==> src/rtl/rgb_led_ctrl_if.sv <==
// rgb_led_ctrl_if: board-side bundle for the RGB LED controller.
//   sw     raw switch inputs (asynchronous)
//   color  {r,g,b} per channel, channel i at [3i+2:3i]
//   duty   global PWM brightness
//   led_r/led_g/led_b  registered LED drives, 1 = lit
//   mode   per-channel mode, 2 bits each (0=OFF 1=STEADY 2=BLINK)
// master = board/stimulus side, slave = controller.
interface rgb_led_ctrl_if #(
    parameter int unsigned NUM_CH   = 2,
    parameter int unsigned PWM_BITS = 8
);
    logic [NUM_CH-1:0]   sw;
    logic [3*NUM_CH-1:0] color;
    logic [PWM_BITS-1:0] duty;
    logic [NUM_CH-1:0]   led_r;
    logic [NUM_CH-1:0]   led_g;
    logic [NUM_CH-1:0]   led_b;
    logic [2*NUM_CH-1:0] mode;

    modport master (
        output sw, color, duty,
        input  led_r, led_g, led_b, mode
    );

    modport slave (
        input  sw, color, duty,
        output led_r, led_g, led_b, mode
    );
endinterface

==> src/rtl/rgb_led_ctrl.sv <==
// rgb_led_ctrl: per-channel RGB LED controller. Each switch is synchronised
// and debounced; every debounced rising edge advances the channel mode
// (OFF->STEADY->BLINK->OFF). Lit channels share one PWM dimmer and one blink
// timer. All outputs are registered.
// Ports:
//   clk    system clock
//   rst_n  asynchronous active-low reset
//   bus    rgb_led_ctrl_if.slave (sw, color, duty in; led_r/g/b, mode out)
// Configuration macro RGB_LED_BLINK_EN:
//   defined     3-state mode FSM with shared blink timer (BLINK_HALF parameter)
//   undefined   OFF<->STEADY only, no blink timer
module rgb_led_ctrl #(
    parameter int unsigned NUM_CH       = 2,
    parameter int unsigned DEBOUNCE_CYC = 1000000,
    parameter int unsigned PWM_BITS     = 8
`ifdef RGB_LED_BLINK_EN
    ,
    parameter int unsigned BLINK_HALF   = 25000000
`endif
) (
    input logic            clk,
    input logic            rst_n,
    rgb_led_ctrl_if.slave  bus
);

    localparam int unsigned DB_W = $clog2(DEBOUNCE_CYC);

    typedef enum logic [1:0] {
        MODE_OFF    = 2'd0,
        MODE_STEADY = 2'd1,
        MODE_BLINK  = 2'd2
    } mode_e;

    logic [NUM_CH-1:0]   sync1;
    logic [NUM_CH-1:0]   sync2;
    logic [NUM_CH-1:0]   stable;
    logic [NUM_CH-1:0]   stable_d;
    logic [NUM_CH-1:0]   press_c;
    logic [DB_W-1:0]     db_cnt [NUM_CH];
    mode_e               state     [NUM_CH];
    mode_e               state_nxt [NUM_CH];
    logic [PWM_BITS-1:0] pwm_cnt;
    logic                pwm_on_c;
    logic [NUM_CH-1:0]   lit_c;

    // Two-flop synchroniser, debounce counter and press-edge history
    always_ff @(posedge clk or negedge rst_n) begin
        if (!rst_n) begin
            sync1    <= '0;
            sync2    <= '0;
            stable   <= '0;
            stable_d <= '0;
            for (int i = 0; i < NUM_CH; i++) begin
                db_cnt[i] <= '0;
            end
        end else begin
            sync1    <= bus.sw;
            sync2    <= sync1;
            stable_d <= stable;
            for (int i = 0; i < NUM_CH; i++) begin
                if (sync2[i] == stable[i]) begin
                    db_cnt[i] <= '0;
                end else if (db_cnt[i] == DB_W'(DEBOUNCE_CYC - 1)) begin
                    stable[i] <= sync2[i];
                    db_cnt[i] <= '0;
                end else begin
                    db_cnt[i] <= db_cnt[i] + DB_W'(1);
                end
            end
        end
    end

    // Press = debounced rising edge; reset clears both history flops so
    // leaving reset never fabricates a press.
    assign press_c = stable & ~stable_d;

    // Mode state register
    always_ff @(posedge clk or negedge rst_n) begin
        if (!rst_n) begin
            for (int i = 0; i < NUM_CH; i++) begin
                state[i] <= MODE_OFF;
            end
        end else begin
            for (int i = 0; i < NUM_CH; i++) begin
                state[i] <= state_nxt[i];
            end
        end
    end

    // Mode next-state: each channel advances independently on its press
    always_comb begin
        for (int i = 0; i < NUM_CH; i++) begin
            state_nxt[i] = state[i];
            if (press_c[i]) begin
                case (state[i])
                    MODE_OFF:    state_nxt[i] = MODE_STEADY;
`ifdef RGB_LED_BLINK_EN
                    MODE_STEADY: state_nxt[i] = MODE_BLINK;
`else
                    MODE_STEADY: state_nxt[i] = MODE_OFF;
`endif
                    default:     state_nxt[i] = MODE_OFF;
                endcase
            end
        end
    end

    // Free-running PWM counter shared by all channels
    always_ff @(posedge clk or negedge rst_n) begin
        if (!rst_n) begin
            pwm_cnt <= '0;
        end else begin
            pwm_cnt <= pwm_cnt + PWM_BITS'(1);
        end
    end

    assign pwm_on_c = (pwm_cnt < bus.duty);

`ifdef RGB_LED_BLINK_EN
    localparam int unsigned BL_W = $clog2(BLINK_HALF);

    logic [BL_W-1:0] blink_cnt;
    logic            blink_phase;

    // Shared blink timer; never restarted by mode changes
    always_ff @(posedge clk or negedge rst_n) begin
        if (!rst_n) begin
            blink_cnt   <= '0;
            blink_phase <= 1'b0;
        end else if (blink_cnt == BL_W'(BLINK_HALF - 1)) begin
            blink_cnt   <= '0;
            blink_phase <= ~blink_phase;
        end else begin
            blink_cnt   <= blink_cnt + BL_W'(1);
        end
    end

    always_comb begin
        for (int i = 0; i < NUM_CH; i++) begin
            lit_c[i] = pwm_on_c & ((state[i] == MODE_STEADY) |
                                   ((state[i] == MODE_BLINK) & blink_phase));
        end
    end
`else
    always_comb begin
        for (int i = 0; i < NUM_CH; i++) begin
            lit_c[i] = pwm_on_c & (state[i] == MODE_STEADY);
        end
    end
`endif

    // Registered colour drives
    always_ff @(posedge clk or negedge rst_n) begin
        if (!rst_n) begin
            bus.led_r <= '0;
            bus.led_g <= '0;
            bus.led_b <= '0;
        end else begin
            for (int i = 0; i < NUM_CH; i++) begin
                bus.led_r[i] <= bus.color[3*i+2] & lit_c[i];
                bus.led_g[i] <= bus.color[3*i+1] & lit_c[i];
                bus.led_b[i] <= bus.color[3*i]   & lit_c[i];
            end
        end
    end

    // Mode output is the state register itself
    always_comb begin
        bus.mode = '0;
        for (int i = 0; i < NUM_CH; i++) begin
            bus.mode[2*i +: 2] = state[i];
        end
    end

endmodule

==> src/flat_wrapper.sv <==
// flat-port wrapper written by rule: the top's interface ports become plain ports
module rgb_led_ctrl_flat 
#(
    parameter int unsigned NUM_CH       = 2,
    parameter int unsigned DEBOUNCE_CYC = 1000000,
    parameter int unsigned PWM_BITS     = 8

)
  (clk, rst_n, bus_sw, bus_color, bus_duty, bus_led_r, bus_led_g, bus_led_b, bus_mode);
  rgb_led_ctrl_if #(.NUM_CH(NUM_CH), .PWM_BITS(PWM_BITS)) bus_i ();
  input logic clk;
  input logic rst_n;
  input wire logic [$bits(bus_i.sw)-1:0] bus_sw;
  input wire logic [$bits(bus_i.color)-1:0] bus_color;
  input wire logic [$bits(bus_i.duty)-1:0] bus_duty;
  output wire logic [$bits(bus_i.led_r)-1:0] bus_led_r;
  output wire logic [$bits(bus_i.led_g)-1:0] bus_led_g;
  output wire logic [$bits(bus_i.led_b)-1:0] bus_led_b;
  output wire logic [$bits(bus_i.mode)-1:0] bus_mode;
  assign bus_i.sw = bus_sw;
  assign bus_i.color = bus_color;
  assign bus_i.duty = bus_duty;
  assign bus_led_r = bus_i.led_r;
  assign bus_led_g = bus_i.led_g;
  assign bus_led_b = bus_i.led_b;
  assign bus_mode = bus_i.mode;
  rgb_led_ctrl #(.NUM_CH(NUM_CH), .DEBOUNCE_CYC(DEBOUNCE_CYC), .PWM_BITS(PWM_BITS)) u_core (.clk(clk), .rst_n(rst_n), .bus(bus_i));
endmodule
==> config.mk <==
export PLATFORM = sky130hd
export DESIGN_NAME = rgb_led_ctrl_flat
export DESIGN_NICKNAME = d
export VERILOG_FILES = /design/src/rtl/rgb_led_ctrl_if.sv /design/src/rtl/rgb_led_ctrl.sv /design/src/flat_wrapper.sv
export SDC_FILE = /design/constraint.sdc
export NUM_CORES = 1
export LEC_CHECK = 0
export BUFFER_PORTS_ARGS = -buffer_cell sky130_fd_sc_hd__buf_2
export CAP_MARGIN = 10
export CELL_PAD_IN_SITES_DETAIL_PLACEMENT = 1
export CELL_PAD_IN_SITES_GLOBAL_PLACEMENT = 1
export CORE_ASPECT_RATIO = 2
export CORE_MARGIN = 2
export CORE_UTILIZATION = 50
export DETAILED_ROUTE_END_ITERATION = 10
export PLACE_DENSITY_LB_ADDON = 0.3
export SETUP_SLACK_MARGIN = 0.3
export SLEW_MARGIN = 15
export SYNTH_ARGS = -nofsm -noshare
export SYNTH_HDL_FRONTEND = slang
export SYNTH_SLANG_ARGS = --single-unit
==> constraint.sdc <==
create_clock -name clk -period 5.45 [get_ports clk]
set_input_delay 0.8175 -clock clk [delete_from_list [all_inputs] [get_ports clk]]
set_output_delay 0.8175 -clock clk [all_outputs]
set_load 0.005 [all_outputs]
==> run metrics <==
status=finished clean; vias per cell=roughly 5.8; Clk Latency, worst-skew pair=0.34 ns; vertical die dimension=115 microns; sw power=0.226 mW; hold worst-path end=u_core.sync2[1]; final clock skew=~0.0065 ns; post-synthesis cell type with the largest combined area=sky130_fd_sc_hd__dfrtp_1; distinct cell type count of the synthesized netlist=38; clock slew at reported path FFs=0.05 ns; flops & latches, synth=64; detailed router's first-iteration violation count=67; floorplan die width=about 60 microns; count of final setup violators=0; DR DRC count=0; Num CTS Buffers=9; number of global-route vias before repair=2647; hold path startpoint=u_core.sync1[1]; number of hold violations in the final report=0; Seq/Total Area, Yosys=52.1%; full die area=6830 sq um; Routed WL=7340 microns; standard cell core area=between 5000 and 6000 sq um; HPWL Detailed=5360 microns; achievable clock frequency=around 450 MHz; worst max-slew margin expressed relative to the limit=32.8%; internal reg-to-reg setup slack=3.23 ns; cell at the root of the clock tree=sky130_fd_sc_hd__clkbuf_16; Antenna Nets Post-Route=0; overflow left after global routing=0; Flop pwr share=between 40% and 50%; worst path required time=5.63 ns; crit end category=register; Final Instance Count excl. Fillers=395; transition time at the pin with the least slew margin=1.01 ns; switching power share of the total=approximately a fifth; final design area excluding fillers=3550 sq um; most frequent cells in the layout=sky130_fd_sc_hd__dfrtp_1 (64), sky130_fd_sc_hd__nor2_1 (34), sky130_fd_sc_hd__xnor2_1 (26), sky130_fd_sc_hd__buf_2 (25), sky130_fd_sc_hd__a21oi_1 (21); Clock Sinks=64; First-pass DRT Iterations=4; area share of the largest cell type after synthesis=a little over half; wire length of the first global-routing pass=12500 microns; maximum fanout along the worst path=18; internal power=0.856 mW; crit-path cells=nand3_1, or4b_1, o41ai_4, nor2_1; synthesized area=3080 sq um; worst-case setup slack after placement=3.21 ns; launch point of the worst reg-to-reg path=u_core.db_cnt[16]; number of warning messages in the yosys log=0; clock tree from TritonCTS=built; vias post-DR=2303; number of cells traversed by the worst hold path=0; total cell area at the placement stage=3260 sq um; pin count of the biggest net entering global routing=65; classification of the worst-slack hold path=reg2reg; weighted congestion at the end of routability-driven global placement=0.766; layout-stage area growth over the synthesis result=15.3%; Max-cap violations=0; kind of start point of the critical path=register; CTS Hold Buffers Added=0; starting density of the core=51.6%; number of cells produced by synthesis=between 200 and 300; stage delay of the slowest cell on the critical path=between 0.8 and 0.9 ns; wire per inst=18.6 microns; Ant. Diodes=0; reg2reg path depth=4; unrepaired setup endpoints after global routing=no; number of antenna violations at the first check in global routing=0; cell at the slowest stage of the critical path=sky130_fd_sc_hd__o41ai_4; total of cells resized after clock tree synthesis=0; min cycle time layout=2.22 ns; htree depth=3; count of final max-slew check failures=0; min setup slack post-route=3.23 ns; final-stage net count=356; all-layer global routing usage=25.1%; count of placed standard cells including taps=between 300 and 400; Final TNS setup=0 ns; most common library cell in the layout ignoring fill and taps=sky130_fd_sc_hd__dfrtp_1; buffers added on ports=25; most area-consuming cells after synthesis=sky130_fd_sc_hd__dfrtp_1 (52%), sky130_fd_sc_hd__xnor2_1 (7.4%), sky130_fd_sc_hd__nor2_1 (4.1%); startpoint-to-endpoint class of the critical path=reg2reg; average size of a mapped cell=10.4 sq um; number of ports placed on the die boundary=28; Arrival @ worst endpoint=2.40 ns; final critical-path share of the clock period=around 41%; highest ir drop seen on vdd=225 uV; FP Rows=40; maximum clock insertion buffer count=2; WP buf/inv=0; layout cell share with drive strength beyond 1=about 15%; fill cell count=680; clock power share=51.7%; share of power burned in combinational logic=3.4%; total power divided by cell area=305 nW/um^2; # Post-CTS Setup Buffers=0; reg-to-reg endpoint=u_core.db_cnt[3]; leakage power total=1.59 nW; Top delay family on crit path=simple AND/OR/NAND/NOR gates
-- layer usage --
metal  up-vias  routed length (microns)  share of wire [%]  track usage [%]
met3        18                      163                2.2             5.40
li1       1092                        -                  -                -
met4         0                      212                2.9             13.5
met2        33                     4370                 60             46.5
met1      1160                     2590                 35             24.3
met5         -                        0                  0                0
-- stage by stage --
stage               utilization [%]  power [mW]  hold slack [ns]
floorplan                         -       0.511            0.331
global placement               54.7       0.529            0.336
detailed placement             54.7       0.532            0.343
CTS                            59.6        1.09            0.354
global route                   59.6        1.12            0.357
finish                         59.6        1.08            0.353
-- worst register-to-register path: stages (launching register included) --
cell                      delay (ns)
sky130_fd_sc_hd__dfrtp_1        0.39
sky130_fd_sc_hd__nand3_1        0.15
sky130_fd_sc_hd__or4b_1         0.57
sky130_fd_sc_hd__o41ai_4        0.83
sky130_fd_sc_hd__nor2_1         0.13
-- how the worst max path moves through the flow --
stage,start,end,depth (start not counted)
after global placement,u_core.db_cnt[16],u_core.db_cnt[11],4
after detailed placement,u_core.db_cnt[16],u_core.db_cnt[13],4
after CTS,u_core.db_cnt[16],u_core.db_cnt[3],4
final,u_core.db_cnt[16],u_core.db_cnt[3],4
after global routing,u_core.db_cnt[17],u_core.db_cnt[13],4
after floorplan,u_core.db_cnt[0],u_core.db_cnt[18],5
-- logic make-up (layout without fill, tap and decap cells) --
group	count (synthesis)	after routing	synth area share (%)
AOI/OAI and AO/OA	36	36	7.69
xor gates and xnor gates	35	35	9.97
adders and majority gates	10	10	4.07
buffers and inverters	24	60	3.38
DFF	64	64	52.1
muxes	2	2	0.732
other	1	2	0.122
and+or+nand+nor	123	123	22.0
-- flip-flops by register name, indices dropped and copies added (netlist names) --
signal and count:
u_core.bus.led_b 2, u_core.bus.led_g 2, u_core.bus.led_r 2, u_core.bus.mode 2, u_core.db_cnt 40, u_core.pwm_cnt 8, u_core.stable 2, u_core.stable_d 2
u_core.sync1 2, u_core.sync2 2
-- power groups by stage --
| stage | sequential [mW] | clock, mW | combinational, mW |
|---|---|---|---|
| 2_1_floorplan | 0.493 | 0 | 0.0180 |
| 3_3_place_gp | 0.493 | 0 | 0.0354 |
| 3_5_place_dp | 0.494 | 0 | 0.0377 |
| 4_1_cts | 0.486 | 0.567 | 0.0380 |
| 5_1_grt | 0.486 | 0.588 | 0.0420 |
| 6_report | 0.486 | 0.559 | 0.0365 |
-- layout make-up --
class	count	area, sq um	share of cell area (%)
clock buffers	12	246	6.95
clock inverters	3	42.5	1.20
inverters	19	71.3	2.01
multi-input cells	208	1370	38.7
flip-flops and latches	64	1600	45.2
well taps	63	78.8	2.22
repair buffers	26	133	3.74
-- cell usage after synthesis, drive strengths merged --
| library cell | n |
|---|---|
| nor4 | 9 |
| or4 | 8 |
| dfrtp | 64 |
| o41ai | 1 |
| a21oi | 21 |
| or2 | 2 |
| ha | 10 |
| o31ai | 7 |
| xnor2 | 26 |
| and4 | 2 |
| nand2 | 16 |
| nor2 | 34 |
| xor2 | 9 |
| nor3 | 4 |
| nand4 | 8 |
| nor2b | 1 |
| and3 | 1 |
| buf | 4 |
| nand3 | 22 |
| nand2b | 3 |
| o21ai | 6 |
| o21a | 1 |
| nor4b | 2 |
| or3 | 7 |
| conb | 1 |
| mux2 | 2 |
| or4b | 2 |
| clkbuf | 1 |
| nand3b | 1 |
| inv | 19 |
| and2 | 1 |
(Power assumes the default switching activity.)
